<file path="config.mk">
export PLATFORM = sky130hd
export DESIGN_NAME = mem_arbiter_flat
export DESIGN_NICKNAME = d
export VERILOG_FILES = /design/src/rtl/mem_arbiter_if.sv /design/src/rtl/mem_arbiter.sv /design/src/flat_wrapper.sv
export SDC_FILE = /design/constraint.sdc
export NUM_CORES = 1
export LEC_CHECK = 0
export CORE_ASPECT_RATIO = 2
export CORE_UTILIZATION = 42
export CTS_CLUSTER_DIAMETER = 150
export DETAILED_ROUTE_END_ITERATION = 8
export PLACE_DENSITY = 0.79
export SYNTH_ARGS = -nofsm -noshare
export SYNTH_HDL_FRONTEND = slang
export SYNTH_SLANG_ARGS = --single-unit
</file>
<file path="constraint.sdc">
create_clock -name clock -period 1.9 [get_ports clock]
set_input_delay 0.475 -clock clock [delete_from_list [all_inputs] [get_ports clock]]
set_output_delay 0.475 -clock clock [all_outputs]
set_load 0.05 [all_outputs]
</file>
<file path="src/rtl/mem_arbiter_if.sv">
// Bus bundle between the CPU/monitor requesters, the memory arbiter and the single-port memory.
// The arbiter uses the slave modport; the requester/memory environment uses master.
interface mem_arbiter_if #(
    parameter int AW = 8,
    parameter int DW = 8
) ();
    logic          cpu_req;
    logic          cpu_we;
    logic [AW-1:0] cpu_addr;
    logic [DW-1:0] cpu_wdata;
    logic          cpu_ack;
    logic          cpu_stall;

    logic          mon_req;
    logic          mon_we;
    logic [AW-1:0] mon_addr;
    logic [DW-1:0] mon_wdata;
    logic          mon_ack;

    logic [DW-1:0] rdata;

    logic [AW-1:0] mem_addr;
    logic [DW-1:0] mem_wdata;
    logic          mem_we;
    logic [DW-1:0] mem_rdata;

    modport slave (
        input  cpu_req, cpu_we, cpu_addr, cpu_wdata,
        input  mon_req, mon_we, mon_addr, mon_wdata,
        input  mem_rdata,
        output cpu_ack, cpu_stall, mon_ack, rdata,
        output mem_addr, mem_wdata, mem_we
    );

    modport master (
        output cpu_req, cpu_we, cpu_addr, cpu_wdata,
        output mon_req, mon_we, mon_addr, mon_wdata,
        output mem_rdata,
        input  cpu_ack, cpu_stall, mon_ack, rdata,
        input  mem_addr, mem_wdata, mem_we
    );
endinterface

</file>
<file path="src/rtl/mem_arbiter.sv">
// Single-port memory arbiter between CPU and debug monitor: IDLE -> GNT -> DONE, monitor priority
// with a burst cap. Optional stall_cycles counter enabled by MEM_ARB_STALL_CNT_EN.
module mem_arbiter #(
    parameter int AW            = 8,
    parameter int DW            = 8,
    parameter int MON_BURST_MAX = 4
) (
    input  logic          clock,
    input  logic          reset_n,
`ifdef MEM_ARB_STALL_CNT_EN
    output logic [15:0]   stall_cycles,
`endif
    mem_arbiter_if.slave  bus
);

    localparam logic [1:0] S_IDLE = 2'd0;
    localparam logic [1:0] S_GNT  = 2'd1;
    localparam logic [1:0] S_DONE = 2'd2;

    localparam logic OWN_CPU = 1'b0;
    localparam logic OWN_MON = 1'b1;

    localparam logic [3:0] BURST_MAX = 4'(MON_BURST_MAX);

    logic [1:0]    r_state;
    logic          r_owner;
    logic [3:0]    r_burst_cnt;
    logic          r_is_write;
    logic          r_cpu_ack;
    logic          r_mon_ack;
    logic [DW-1:0] r_rdata;
    logic [AW-1:0] r_mem_addr;
    logic [DW-1:0] r_mem_wdata;
    logic          r_mem_we;

    logic          w_mon_win;
    logic [3:0]    w_burst_inc;
    logic          w_cpu_stall;

    assign w_mon_win   = bus.mon_req && (!bus.cpu_req || (r_burst_cnt < BURST_MAX));
    assign w_burst_inc = (r_burst_cnt >= BURST_MAX) ? BURST_MAX : r_burst_cnt + 4'd1;
    assign w_cpu_stall = bus.cpu_req & ~r_cpu_ack;

    always_ff @(posedge clock or negedge reset_n) begin
        if (!reset_n) begin
            r_state     <= S_IDLE;
            r_owner     <= OWN_CPU;
            r_burst_cnt <= '0;
            r_is_write  <= 1'b0;
            r_cpu_ack   <= 1'b0;
            r_mon_ack   <= 1'b0;
            r_rdata     <= '0;
            r_mem_addr  <= '0;
            r_mem_wdata <= '0;
            r_mem_we    <= 1'b0;
        end else begin
            r_cpu_ack <= 1'b0;
            r_mon_ack <= 1'b0;
            case (r_state)
                S_IDLE: begin
                    if (w_mon_win) begin
                        r_owner     <= OWN_MON;
                        r_burst_cnt <= bus.cpu_req ? w_burst_inc : 4'd0;
                        r_mem_addr  <= bus.mon_addr;
                        r_mem_wdata <= bus.mon_wdata;
                        r_mem_we    <= bus.mon_we;
                        r_is_write  <= bus.mon_we;
                        r_state     <= S_GNT;
                    end else if (bus.cpu_req) begin
                        r_owner     <= OWN_CPU;
                        r_burst_cnt <= '0;
                        r_mem_addr  <= bus.cpu_addr;
                        r_mem_wdata <= bus.cpu_wdata;
                        r_mem_we    <= bus.cpu_we;
                        r_is_write  <= bus.cpu_we;
                        r_state     <= S_GNT;
                    end else begin
                        r_mem_we    <= 1'b0;
                    end
                end
                S_GNT: begin
                    r_mem_we <= 1'b0;
                    r_state  <= S_DONE;
                end
                S_DONE: begin
                    // Ack is registered here so it is visible in the cycle IDLE re-evaluates.
                    if (!r_is_write) r_rdata <= bus.mem_rdata;
                    r_cpu_ack <= (r_owner == OWN_CPU);
                    r_mon_ack <= (r_owner == OWN_MON);
                    r_state   <= S_IDLE;
                end
                default: begin
                    r_mem_we <= 1'b0;
                    r_state  <= S_IDLE;
                end
            endcase
        end
    end

    assign bus.cpu_ack   = r_cpu_ack;
    assign bus.mon_ack   = r_mon_ack;
    assign bus.cpu_stall = w_cpu_stall;
    assign bus.rdata     = r_rdata;
    assign bus.mem_addr  = r_mem_addr;
    assign bus.mem_wdata = r_mem_wdata;
    assign bus.mem_we    = r_mem_we;

`ifdef MEM_ARB_STALL_CNT_EN
    logic [15:0] r_stall_cnt;

    always_ff @(posedge clock or negedge reset_n) begin
        if (!reset_n) begin
            r_stall_cnt <= '0;
        end else if (w_cpu_stall && (r_stall_cnt != 16'hFFFF)) begin
            r_stall_cnt <= r_stall_cnt + 16'd1;
        end
    end

    assign stall_cycles = r_stall_cnt;
`else
    // Stall counter not built; stall visibility is through cpu_stall only.
`endif

endmodule

</file>
<file path="src/flat_wrapper.sv">
// flat-port wrapper written by rule: the top's interface ports become plain ports
module mem_arbiter_flat 
#(
    parameter int AW            = 8,
    parameter int DW            = 8,
    parameter int MON_BURST_MAX = 4
)
  (clock, reset_n, bus_cpu_req, bus_cpu_we, bus_cpu_addr, bus_cpu_wdata, bus_mon_req, bus_mon_we, bus_mon_addr, bus_mon_wdata, bus_mem_rdata, bus_cpu_ack, bus_cpu_stall, bus_mon_ack, bus_rdata, bus_mem_addr, bus_mem_wdata, bus_mem_we);
  mem_arbiter_if #(.AW(AW), .DW(DW)) bus_i ();
  input  logic clock;
  input  logic reset_n;
  input wire logic [$bits(bus_i.cpu_req)-1:0] bus_cpu_req;
  input wire logic [$bits(bus_i.cpu_we)-1:0] bus_cpu_we;
  input wire logic [$bits(bus_i.cpu_addr)-1:0] bus_cpu_addr;
  input wire logic [$bits(bus_i.cpu_wdata)-1:0] bus_cpu_wdata;
  input wire logic [$bits(bus_i.mon_req)-1:0] bus_mon_req;
  input wire logic [$bits(bus_i.mon_we)-1:0] bus_mon_we;
  input wire logic [$bits(bus_i.mon_addr)-1:0] bus_mon_addr;
  input wire logic [$bits(bus_i.mon_wdata)-1:0] bus_mon_wdata;
  input wire logic [$bits(bus_i.mem_rdata)-1:0] bus_mem_rdata;
  output wire logic [$bits(bus_i.cpu_ack)-1:0] bus_cpu_ack;
  output wire logic [$bits(bus_i.cpu_stall)-1:0] bus_cpu_stall;
  output wire logic [$bits(bus_i.mon_ack)-1:0] bus_mon_ack;
  output wire logic [$bits(bus_i.rdata)-1:0] bus_rdata;
  output wire logic [$bits(bus_i.mem_addr)-1:0] bus_mem_addr;
  output wire logic [$bits(bus_i.mem_wdata)-1:0] bus_mem_wdata;
  output wire logic [$bits(bus_i.mem_we)-1:0] bus_mem_we;
  assign bus_i.cpu_req = bus_cpu_req;
  assign bus_i.cpu_we = bus_cpu_we;
  assign bus_i.cpu_addr = bus_cpu_addr;
  assign bus_i.cpu_wdata = bus_cpu_wdata;
  assign bus_i.mon_req = bus_mon_req;
  assign bus_i.mon_we = bus_mon_we;
  assign bus_i.mon_addr = bus_mon_addr;
  assign bus_i.mon_wdata = bus_mon_wdata;
  assign bus_i.mem_rdata = bus_mem_rdata;
  assign bus_cpu_ack = bus_i.cpu_ack;
  assign bus_cpu_stall = bus_i.cpu_stall;
  assign bus_mon_ack = bus_i.mon_ack;
  assign bus_rdata = bus_i.rdata;
  assign bus_mem_addr = bus_i.mem_addr;
  assign bus_mem_wdata = bus_i.mem_wdata;
  assign bus_mem_we = bus_i.mem_we;
  mem_arbiter #(.AW(AW), .DW(DW), .MON_BURST_MAX(MON_BURST_MAX)) u_core (.clock(clock), .reset_n(reset_n), .bus(bus_i));
endmodule
</file>
# Word-level counts from Yosys, hierarchy flattened
# Cells that the tools add are included.
[totals] out_inout_bits=28 ff_bits=35
[op_classes] add_sub_neg=1 n_reduce_logical=7 n_bitwise=4 order_cmp=2 muxes=20 n_eq_ne=3
[op_table] cell="2-to-1 mux 8 bit" count=4
[op_table] cell="2-to-1 mux 4 bit" count=4
[op_table] cell="2-to-1 mux 1 bit" count=8
[op_table] cell="adder 4 x 1 -> 4 bit, second input constant" count=1
[op_table] cell="greater-or-equal comparator 4 x 3 -> 1 bit, second input constant" count=1
[op_table] cell="< comparator 4 x 3 -> 1 bit, second input constant" count=1
[op_table] cell="2-to-1 mux 2 bit" count=2
[op_table] cell="one-hot mux 2 bit (2 select lines)" count=1
[op_table] cell="AND reduction 2 bit" count=2
[op_table] cell="!= test 3 x 2 -> 1 bit, second input constant" count=1
[op_table] cell="NOT 1 bit" count=3
[op_table] cell="equality test 2 x 1 -> 1 bit, second input constant" count=1
[op_table] cell="equality test 2 bit, second input constant" count=1
[op_table] cell="zero test 2 bit" count=1
[op_table] cell="one-hot mux 1 bit (2 select lines)" count=1
[op_table] cell="nonzero test 2 bit" count=1
[op_table] cell="bitwise AND 1 bit" count=1
[op_table] cell="logical AND 1 bit" count=1
[op_table] cell="zero test 1 bit" count=1
[op_table] cell="logical OR 1 bit" count=1

# Logic depth before layout (Yosys ltp)
[depth] depth_word=5 depth_mapped=6 depth_no_buf=4

# Worst setup path before layout
# OpenSTA, ideal clock, no wires.
[synth_timing] path_kind="register -> output" start="register u_core.r_cpu_ack, in the netlist u_core.bus.cpu_ack" end="output port bus_cpu_stall" path_slack_ns=0.107 path_stages_with_launch=2 t_required_ns=1.425 arrival_time_ns=1.318 cell_sequence="dfrtp_1 > nor2b_1"
[synth_between] elab_chain_len=2
[synth_lines] item="from (decl)" line="mem_arbiter.sv:29" rtl="logic r_cpu_ack;"
[synth_lines] item="from (signal assigned)" line="mem_arbiter.sv:88" rtl="r_cpu_ack <= (r_owner == OWN_CPU);"
[synth_lines] item="NOT 1 bit" line="mem_arbiter.sv:42" rtl="assign w_cpu_stall = bus.cpu_req & ~r_cpu_ack;"
[synth_lines] item="bitwise AND 1 bit" line="mem_arbiter.sv:42"
[synth_lines] item="to (decl)" line="flat_wrapper.sv:22" rtl="output wire logic [$bits(bus_i.cpu_stall)-1:0] bus_cpu_stall;"
# Every way passes these cells.

# Worst setup path after layout
[layout_timing] start="input port bus_cpu_req" end="output port bus_cpu_stall"
[layout_between] elab_chain_len=1
[layout_lines] item="from (decl)" line="flat_wrapper.sv:12" rtl="input wire logic [$bits(bus_i.cpu_req)-1:0] bus_cpu_req;"
[layout_lines] item="bitwise AND 1 bit" line="mem_arbiter.sv:42"
# Every way passes these cells.

==> key figures <==
Job
  • Max_cap viols: 0

Synth
  • Synth area leader: dfrtp_1
  • Syn Nets: just under 200
  • Post-synthesis cell count: about 150
  • Yosys warns: 0
  • EDFF count, synth: 0
  • Yosys cell types: 34
  • Most common cell in the netlist: dfrtp_1
  • Synthesized cell area: 1730 sq um
  • Synth area leaders: dfrtp_1 51%, o221ai_2 6.9%, nand4_1 6.1%
  • Mean area per synthesized cell: between 10 and 15 sq um
  • Sequential area share after synthesis: around half
  • Asr flop ratio synth: 100%
  • Yosys reg bits: 35
  • Top_reg_cell synth: dfrtp_1
  • Area share of the leading cell type in the synthesized netlist: between 50% and 60%
  • Synth cell count leaders: 35 x dfrtp_1, 20 x inv_1, 17 x nand3_1, 17 x nand4_1

Power and ir drop
  • Clk network pwr share: between 10% and 20%
  • NetSw: around 2.2 mW
  • Pwr Total: 4.52 mW
  • P_int: ~2.4 mW
  • LEAKAGE: between 1 and 1.5 nW
  • Pwr dens: 1740 nW/um^2
  • Switch share: about 48%
  • Register share of total power: between 20 and 30%
  • Comb power frac: 61.0%
  • Peak VDD IR: between 0.001 and 0.0015 V

STA
  • Fin. Hold Viols: 0
  • Final setup fails: 0
  • Setup TNS: 0 ns
  • Fin crit share: 95.4%
  • Max-slew violations: 0
  • Measured slew at the worst slew-check pin: around 0.67 ns
  • Worst Skew: approximately 0.0029 ns
  • Fmax: between 500 and 600 MHz
  • Min cycle time layout: between 1.5 and 2 ns
  • RSZ-0062 raised after global routing: no
  • Relative slew slack: approximately 55%
  • Slack of the critical path: 0.0874 ns

Global routing
  • Grt total ovfl: 0
  • Vias in the first global route: around 1.6k
  • Initial antenna violation count: 0
  • First-pass GRT wire length: roughly 7 mm
  • Tot GR Track Use: 21.7%
  • Largest net degree at the start of global routing: 36

Route
  • Post-DRT Antenna Nets: 0
  • DR WL/cell: approximately 14 microns
  • Routed vias: between 1k and 1.5k
  • Initial drt markers: 27
  • Post-route DRC: 0
  • Drt first pass iters: 4
  • Post-DR vias/cell: between 5 and 6
  • Detailed Route WL: 4.09 mm

Clock network
  • Clock Latency Late Sink: between 0.2 and 0.3 ns
  • CTS H-tree lvls: 2
  • Clock buffer count from CTS: 5
  • Maximum clock path buffer count: 2
  • Register clock-pin slew on the reported worst setup and hold paths: about 0.060 ns
  • Hold buffers post-CTS: 0
  • CTS tree: built
  • Root buf cell: clkbuf_8
  • CTS sink cnt: 35

Layout
  • Diodes inserted: 0
  • Multi-input gate area: about 690 sq um
  • Share of post-route cells with drive strength above 1: between 30% and 40%
  • Nets: roughly 280
  • Area Overhead vs Synth: 50.2%
  • Final core occ: around 67%
  • Area used by sequential logic in the layout: approximately 880 sq um
  • Final Instance Area: 2600 sq um
  • # fillers: 316

Floorplanning
  • Core Box Area: around 3900 sq um
  • Die height: ~93 microns
  • Total die area: 4400 sq um
  • # rows: 32
  • Ports: 74
  • Die Width: about 47 microns
  • Starting density of the core: about 45%

Critical path
  • Critical-path cell list: clkdlybuf4s50_1 -> nor2b_2 -> buf_12
  • WP data required: roughly 1.4 ns
  • Critical Path AT: about 1.3 ns
  • Startpoint Class: input port
  • CP max stage delay: roughly 0.50 ns
  • Worst path slowest cell: clkdlybuf4s50_1
  • Worst setup EP type: output pin
  • CP Class: input port to output pin
  • Crit Path Max Fanout: 3

Place
  • GPL Wtd Cong: between 0.8 and 0.9
  • Post-DP HPWL: approximately 3.2 mm
  • PortBufs: 73
  • Worst slack, placed: around 0.053 ns
  • Post-Place Cell Area: about 2500 sq um

Outcome
  • Outcome: finished clean

Min path
  • Worst min path class: flip-flop to flip-flop
layout by cell type (no fill, tap or decap), types with 2 or more instances in the layout:
cell type	count
o221ai_2	8
buf_12	3
o21ai_2	2
dfrtp_1	35
clkdlybuf4s50_1	45
clkbuf_8	5
mux2_2	8
buf_4	41
inv_1	20
nand4_1	17
nand3_1	17
o221ai_1	8
nor2_1	2
cell families after synthesis:
family,synth area share [%]
adders and majority gates,0.722
DFF,50.6
muxes,6.07
buffers and inverters,9.90
AOI/OAI and AO/OA,15.4
and+or+nand+nor,17.3
per-layer routing:
metal	up-vias	wire (microns)	track usage [%]
li1	714	-	-
met4	0	86	8.57
met2	79	2290	38.7
met3	7	334	5.65
met5	-	0	0
met1	699	1370	22.2
power by group through the flow:
stage               logic (mW)  registers, mW  clock network [mW]
floorplan                0.995           2.26                   0
global placement          2.74           1.29                   0
detailed placement        2.78           1.30                   0
CTS                       2.78           1.29               0.494
global route              2.96           1.34               0.524
finish                    2.76           1.29               0.475
metrics by stage:
step,instances,hold WS (ns)
2_1_floorplan,149,0.179
3_3_place_gp,278,0.448
3_5_place_dp,278,0.457
4_1_cts,284,0.469
5_1_grt,284,0.499
6_report,284,0.472
final timing paths:
path | depth (start not counted) | slack (ns) | to | startpoint
min | 1 | 0.47 | u_core.bus.cpu_ack | u_core.r_owner
max reg2reg | 3 | 0.38 | u_core.bus.rdata[4] | u_core.r_state[0]
max | 3 | 0.09 | bus_cpu_stall | bus_cpu_req
max in group asynchronous | 2 | 0.98 | u_core.bus.mem_addr[3] | reset_n
min in group asynchronous | 2 | 0.61 | u_core.r_state[1] | reset_n
min reg2reg | 1 | 0.47 | u_core.bus.cpu_ack | u_core.r_owner
state kept, by name, summed over array words and instances (netlist names):
name and count:
u_core.bus.mem_wdata 8, u_core.bus.mem_addr 8, u_core.bus.cpu_ack 1, u_core.bus.mem_we 1
u_core.bus.mon_ack 1, u_core.r_state 2, u_core.bus.rdata 8, u_core.r_is_write 1
u_core.r_burst_cnt 4, u_core.r_owner 1
area by class of cell:
| class | instances | share of cell area [%] |
|---|---|---|
| Sequential cell | 35 | 33.7 |
| Timing Repair Buffer | 89 | 31.5 |
| Multi-Input combinational cell | 82 | 26.4 |
| Inverter | 21 | 3.22 |
| Clock buffer | 6 | 2.79 |
| Tap cell | 51 | 2.45 |
repair_timing:
action	4_1_cts	5_1_grt
setup buffers	0	0
resized for setup	0	1
setup endpoints to repair	0	1
critical path, delay by kind of cell:
kind                   cells  cell delay, ns
buffers and inverters      2            0.65
AND/OR/NAND/NOR            1            0.21
No activity file was read; power rests on OpenSTA's default activity.
